[config.mk]
export PLATFORM = sky130hd
export DESIGN_NAME = neighbor_fetch_cntl
export DESIGN_NICKNAME = d
export VERILOG_FILES = /design/src/rtl/neighbor_fetch_cntl.sv
export SDC_FILE = /design/constraint.sdc
export NUM_CORES = 1
export LEC_CHECK = 0
export CAP_MARGIN = 20
export CORE_MARGIN = 5
export CORE_UTILIZATION = 40
export CTS_CLUSTER_SIZE = 30
export DETAILED_ROUTE_END_ITERATION = 12
export REMOVE_ABC_BUFFERS = 1
export SLEW_MARGIN = 20
export SYNTH_ARGS = -nofsm -noshare
export SYNTH_HDL_FRONTEND = slang
export SYNTH_SLANG_ARGS = --single-unit
[constraint.sdc]
create_clock -name clk -period 4.4 [get_ports clk]
set_input_delay 1.32 -clock clk [delete_from_list [all_inputs] [get_ports clk]]
set_output_delay 1.32 -clock clk [all_outputs]
set_load 0.02 [all_outputs]
[src/rtl/neighbor_fetch_cntl.sv]
// neighbor_fetch_cntl
//   Buffers neighbor-info records (source node, neighbor-list start address,
//   neighbor count) in a small first-word-fall-through FIFO. It then walks the
//   neighbor-list SRAM one word per cycle and emits one neighbor ID per beat
//   toward the feature-fetch FIFO.
//
// Ports
//   clk, reset                 single clock; asynchronous active-high reset
//   info_valid/_node_id/
//   _start_addr/_num_nb        record write from the neighbor-info stage
//   full                       back-pressure, asserted at occupancy >= DEPTH-1
//   overflow                   sticky flag for a record dropped at DEPTH
//   sram_cen, sram_a, sram_q   neighbor SRAM read port (cen active-low,
//                              q valid the cycle after the read)
//   out_full                   downstream almost-full
//   out_valid, out_src_id,
//   out_nb_id, out_last        neighbor beat toward feature fetch
//   busy                       FSM not idle or FIFO holding records
module neighbor_fetch_cntl #(
  parameter int FIFO_DEPTH = 4,
  parameter int NODE_W     = 8,
  parameter int ADDR_W     = 8,
  parameter int CNT_W      = 5
) (
  input  logic              clk,
  input  logic              reset,
  input  logic              info_valid,
  input  logic [NODE_W-1:0] info_node_id,
  input  logic [ADDR_W-1:0] info_start_addr,
  input  logic [CNT_W-1:0]  info_num_nb,
  output logic              full,
  output logic              overflow,
  output logic              sram_cen,
  output logic [ADDR_W-1:0] sram_a,
  input  logic [NODE_W-1:0] sram_q,
  input  logic              out_full,
  output logic              out_valid,
  output logic [NODE_W-1:0] out_src_id,
  output logic [NODE_W-1:0] out_nb_id,
  output logic              out_last,
  output logic              busy
);

  localparam int PTR_W = $clog2(FIFO_DEPTH);
  localparam logic [PTR_W:0] DEPTH_C   = (PTR_W+1)'(FIFO_DEPTH);
  // One slot of slack: upstream registers its valid, so one more write can
  // land after it samples full.
  localparam logic [PTR_W:0] FULL_TH_C = (PTR_W+1)'(FIFO_DEPTH - 1);

  typedef enum logic {IDLE = 1'b0, READ = 1'b1} state_t;

  // Record FIFO storage
  logic [NODE_W-1:0] r_fifo_node [FIFO_DEPTH];
  logic [ADDR_W-1:0] r_fifo_addr [FIFO_DEPTH];
  logic [CNT_W-1:0]  r_fifo_cnt  [FIFO_DEPTH];
  logic [PTR_W-1:0]  r_wptr, r_rptr;
  logic [PTR_W:0]    r_occ;
  logic              r_overflow;

  // Walk state
  state_t            r_state, w_state_nxt;
  logic [NODE_W-1:0] r_cur_src;
  logic [ADDR_W-1:0] r_cur_addr;
  logic [CNT_W-1:0]  r_remaining;

  // Return pipe for the read issued last cycle
  logic              r_rd_pend;
  logic              r_rd_last;
  logic [NODE_W-1:0] r_rd_src;

  logic              w_empty, w_at_depth, w_pop, w_push, w_issue;
  logic [NODE_W-1:0] w_head_node;
  logic [ADDR_W-1:0] w_head_addr;
  logic [CNT_W-1:0]  w_head_cnt;

  assign w_empty     = (r_occ == '0);
  assign w_at_depth  = (r_occ == DEPTH_C);
  assign w_head_node = r_fifo_node[r_rptr];
  assign w_head_addr = r_fifo_addr[r_rptr];
  assign w_head_cnt  = r_fifo_cnt[r_rptr];
  assign w_pop       = (r_state == IDLE) && !w_empty;
  // A pop in the same cycle frees the slot, so a write at DEPTH still lands.
  assign w_push      = info_valid && (!w_at_depth || w_pop);
  assign w_issue     = (r_state == READ) && !out_full;

  // FIFO storage is pure data and carries no reset.
  always_ff @(posedge clk) begin
    if (w_push) begin
      r_fifo_node[r_wptr] <= info_node_id;
      r_fifo_addr[r_wptr] <= info_start_addr;
      r_fifo_cnt[r_wptr]  <= info_num_nb;
    end
  end

  always_ff @(posedge clk or posedge reset) begin
    if (reset) begin
      r_wptr     <= '0;
      r_rptr     <= '0;
      r_occ      <= '0;
      r_overflow <= 1'b0;
    end else begin
      if (w_push) r_wptr <= r_wptr + PTR_W'(1);
      if (w_pop)  r_rptr <= r_rptr + PTR_W'(1);
      if (w_push && !w_pop)      r_occ <= r_occ + (PTR_W+1)'(1);
      else if (w_pop && !w_push) r_occ <= r_occ - (PTR_W+1)'(1);
      if (info_valid && !w_push) r_overflow <= 1'b1;
    end
  end

  // State register
  always_ff @(posedge clk or posedge reset) begin
    if (reset) r_state <= IDLE;
    else       r_state <= w_state_nxt;
  end

  // Next-state logic; a zero-count record is popped and discarded in IDLE.
  always_comb begin
    w_state_nxt = r_state;
    case (r_state)
      IDLE: if (w_pop && (w_head_cnt != '0)) w_state_nxt = READ;
      READ: if (w_issue && (r_remaining == CNT_W'(1))) w_state_nxt = IDLE;
      default: w_state_nxt = IDLE;
    endcase
  end

  // Output logic
  always_comb begin
    sram_cen = !w_issue;
    sram_a   = w_issue ? r_cur_addr : '0;
    busy     = (r_state != IDLE) || !w_empty;
  end

  // Walk registers: loaded on pop, advanced on every issued read.
  always_ff @(posedge clk or posedge reset) begin
    if (reset) begin
      r_cur_src   <= '0;
      r_cur_addr  <= '0;
      r_remaining <= '0;
    end else if (w_pop) begin
      r_cur_src   <= w_head_node;
      r_cur_addr  <= w_head_addr;
      r_remaining <= w_head_cnt;
    end else if (w_issue) begin
      r_cur_addr  <= r_cur_addr + ADDR_W'(1);
      r_remaining <= r_remaining - CNT_W'(1);
    end
  end

  // Read return: beat emitted the cycle after issue regardless of out_full.
  always_ff @(posedge clk or posedge reset) begin
    if (reset) begin
      r_rd_pend <= 1'b0;
      r_rd_last <= 1'b0;
      r_rd_src  <= '0;
    end else begin
      r_rd_pend <= w_issue;
      r_rd_last <= w_issue && (r_remaining == CNT_W'(1));
      r_rd_src  <= r_cur_src;
    end
  end

  assign full       = (r_occ >= FULL_TH_C);
  assign overflow   = r_overflow;
  assign out_valid  = r_rd_pend;
  assign out_src_id = r_rd_pend ? r_rd_src : '0;
  assign out_nb_id  = r_rd_pend ? sram_q : '0;
  assign out_last   = r_rd_pend && r_rd_last;

endmodule
==> impl_metrics.py <==
metrics = {
    "outcome": {
        "status": "finished, final reports clean",
    },
    "logic_synthesis": {
        "ys_seq_area_share_pct": 71.0,
        "synth_warnings": 0,
        "syn_area_per_cell_um2": 16.1,
        "yosysTopAreaCell": "edfxtp_1",
        "synth_top_area_share_pct": 50.8,
        "synth_area_leaders": "edfxtp_1 (51%), dfrtp_1 (20%), mux4_2 (9.5%), and2_1 (3.4%), nand2_1 (2.7%)",
        "synth_edf_count": 84,
        "synth_area_um2": 4960,
        "synth_cells": 308,
        "synth.ff_latch_count": 124,
        "synth_top_flop_cell": "edfxtp_1",
        "synth_async_sr_flop_share_pct": 32.3,
        "synth_cell_types": 42,
    },
    "floorplanning": {
        "ios": 63,
        "die_h_um": 121,
        "dieArea_um2": 14700,
        "die_w_um": 121,
        "num_rows": 40,
        "start_util_pct": 41.0,
        "core_area_um2": 12100,
    },
    "sta": {
        "totalNegativeSetupSlack_ps": 0,
        "final_max_slew_viol_count": 0,
        "period_share_pct": 96.9,
        "rsz0062_at_grt": "no",
        "final.min_clock_period_ps": 4260,
        "fmax_mhz": 235,
        "worst_pin_slew_ps": 588,
        "finalHoldViolations": 0,
        "skew_ps": 9.36,
        "slew_headroom_pct": 60.8,
        "setup_viol": 0,
    },
    "global_route": {
        "grt_start_max_net_pins": 41,
        "grt_pass1_vias": 2867,
        "antenna_found_initial": 0,
        "grt_pass1_wl_mm": 15.6,
        "grt_usage_pct": 14.1,
        "gr-total-overflow": 0,
    },
    "clocking": {
        "ctsHoldBuffers": 0,
        "clock_path_buffers": 2,
        "cts_buffers": 17,
        "post_cts_resized": 0,
        "cts_sinks": 124,
        "clkLatencyLatePin_ps": 410,
        "cts_setup_buffers": 0,
        "cts-root-buf": "clkbuf_16",
        "clk_pin_slew_ps": 60,
        "cts_tree": "done",
        "h-tree-depth": 4,
    },
    "worst_setup_path": {
        "cp_top_family": "buffers and inverters",
        "path_max_fanout": 8,
        "required_ps": 3080,
        "max_stage_delay_ps": 540,
        "worstSetupStartpointType": "primary input",
        "path_class": "in -> out",
        "reg2reg_slack_ps": 1890,
        "worstPathArrival_ps": 2940,
        "path_common_cell": "clkdlybuf4s50_1",
        "cp.buffers_inverters": 3,
        "critPathLaunch": "out_full",
        "regToRegStartpoint": "r_occ[0]",
        "r2r-end": "r_occ[2]",
        "crit_chain": "clkdlybuf4s50_1, nand2b_1, clkinv_1, and2_1, clkdlybuf4s50_1",
        "worstSetupEndpointType": "primary output",
        "worstRegToRegCells": 10,
        "crit_slowest_cell": "clkdlybuf4s50_1",
    },
    "job": {
        "max-cap-violations": 0,
    },
    "detailed_routing": {
        "antenna_left": 0,
        "via_per_inst": 4.80,
        "wl_per_cell_um": 16.6,
        "drt_wl_total_mm": 9.48,
        "drc_errors": 0,
        "drt_iter0_drc": 175,
        "vias": 2744,
        "firstDrtPassIters": 4,
    },
    "worst_hold_path": {
        "holdCritStartpoint": "r_cur_src[5]",
        "whs_path_depth": 0,
        "min_to": "r_rd_src[5]",
        "hold_class": "reg -> reg",
    },
    "pwr": {
        "p_int_uw": 3240,
        "cellPowerDensity_nw_per_um2": 710,
        "p_sw_uw": 1370,
        "ir_drop_v": 0.000320,
        "p_leak_uw": 0.00242,
        "p_seq_share_pct": 39.8,
        "switching_share_pct": 29.7,
        "p_comb_share_pct": 27.6,
        "clkPwrFrac_pct": 32.6,
    },
    "final_layout": {
        "final_cell_mix": "edfxtp_1 (84), clkdlybuf4s50_1 (62), dfrtp_1 (39)",
        "final_common_cell": "edfxtp_1",
        "nets": 433,
        "syn_to_final_growth_pct": 31.0,
        "num_antenna_cells": 0,
        "design_area_um2": 6500,
        "seqCellArea_um2": 3520,
        "drive_gt1_share_pct": 17.3,
        "stdcell_count": 572,
        "fillerInstances": 1025,
        "multi_input_area_um2": 1340,
    },
    "placement": {
        "gp_congestion": 0.723,
        "hpwlAfterDp_mm": 6.22,
        "port-buffer-count": 62,
        "placed_cells_incl_taps": 540,
        "placed_area_um2": 5850,
    },
}
through the flow:
step	util, %	hold WS, ps	total power (uW)	worst slack (ps)
after global placement	48.3	360	3130	129
after detailed placement	48.3	360	3160	69.6
final	53.7	371	4620	138
after CTS	53.7	372	4680	69.5
after floorplan	-	354	2640	579
after global routing	53.7	380	4890	16.3
how the worst max path moves through the flow:
stage | cells after the start | end
final | 5 | sram_a[0]
after global routing | 5 | sram_a[4]
after CTS | 5 | sram_a[0]
after detailed placement | 5 | sram_a[0]
after global placement | 5 | sram_a[0]
after floorplan | 3 | sram_a[0]
cells in the mapped netlist (all sizes together), types with 3 or more instances:
library cell,number
nor3,4
dfrtp,40
xor2,3
nand2,36
xnor2,9
mux4,21
and2,27
edfxtp,84
clkbuf,5
nor2,15
buf,7
inv,10
ha,8
o21ai,11
a221o,3
cells by family (layout without fill, tap and decap cells):
| family | count (synthesis) | count (layout) | synth area share (%) |
|---|---|---|---|
| AO/OA/AOI/OAI | 22 | 22 | 2.95 |
| XOR/XNOR | 12 | 12 | 2.12 |
| AND/OR/NAND/NOR | 94 | 94 | 9.30 |
| flip-flops | 124 | 124 | 71.0 |
| adder cells (fa/ha/maj) | 9 | 9 | 2.42 |
| multiplexers | 24 | 24 | 10.2 |
| buffers and inverters | 23 | 119 | 2.04 |
final cells by class:
| class | count | share of cell area (%) |
|---|---|---|
| repair buffers | 76 | 11.4 |
| clock inverters | 15 | 3.39 |
| clock buffers | 17 | 6.54 |
| well taps | 168 | 3.23 |
| inverters | 11 | 0.635 |
| multi-input cells | 161 | 20.6 |
| flip-flops and latches | 124 | 54.2 |
metal layers:
| metal | GRT usage [%] | up-vias | part of all wire (%) |
|---|---|---|---|
| met5 | 0 | - | 0 |
| met4 | 6.44 | 0 | 1.7 |
| met3 | 4.15 | 12 | 5.5 |
| met2 | 21.6 | 79 | 48 |
| met1 | 18.5 | 1353 | 44 |
| li1 | - | 1300 | - |
power by group through the flow:
stage               clock network [uW]  logic (uW)  registers (uW)
finish                            1500        1280            1840
global route                      1590        1410            1890
CTS                               1540        1300            1850
detailed placement                   0        1300            1860
global placement                     0        1280            1850
floorplan                            0         820            1820
state kept, by name (all words and copies together), names as in the netlist, 3 cells and up:
register	cells
r_fifo_node	32
r_cur_addr	8
r_occ	3
r_fifo_addr	32
r_fifo_cnt	20
r_rd_src	8
r_remaining	5
r_cur_src	8
No activity file was read; power rests on OpenSTA's default activity.
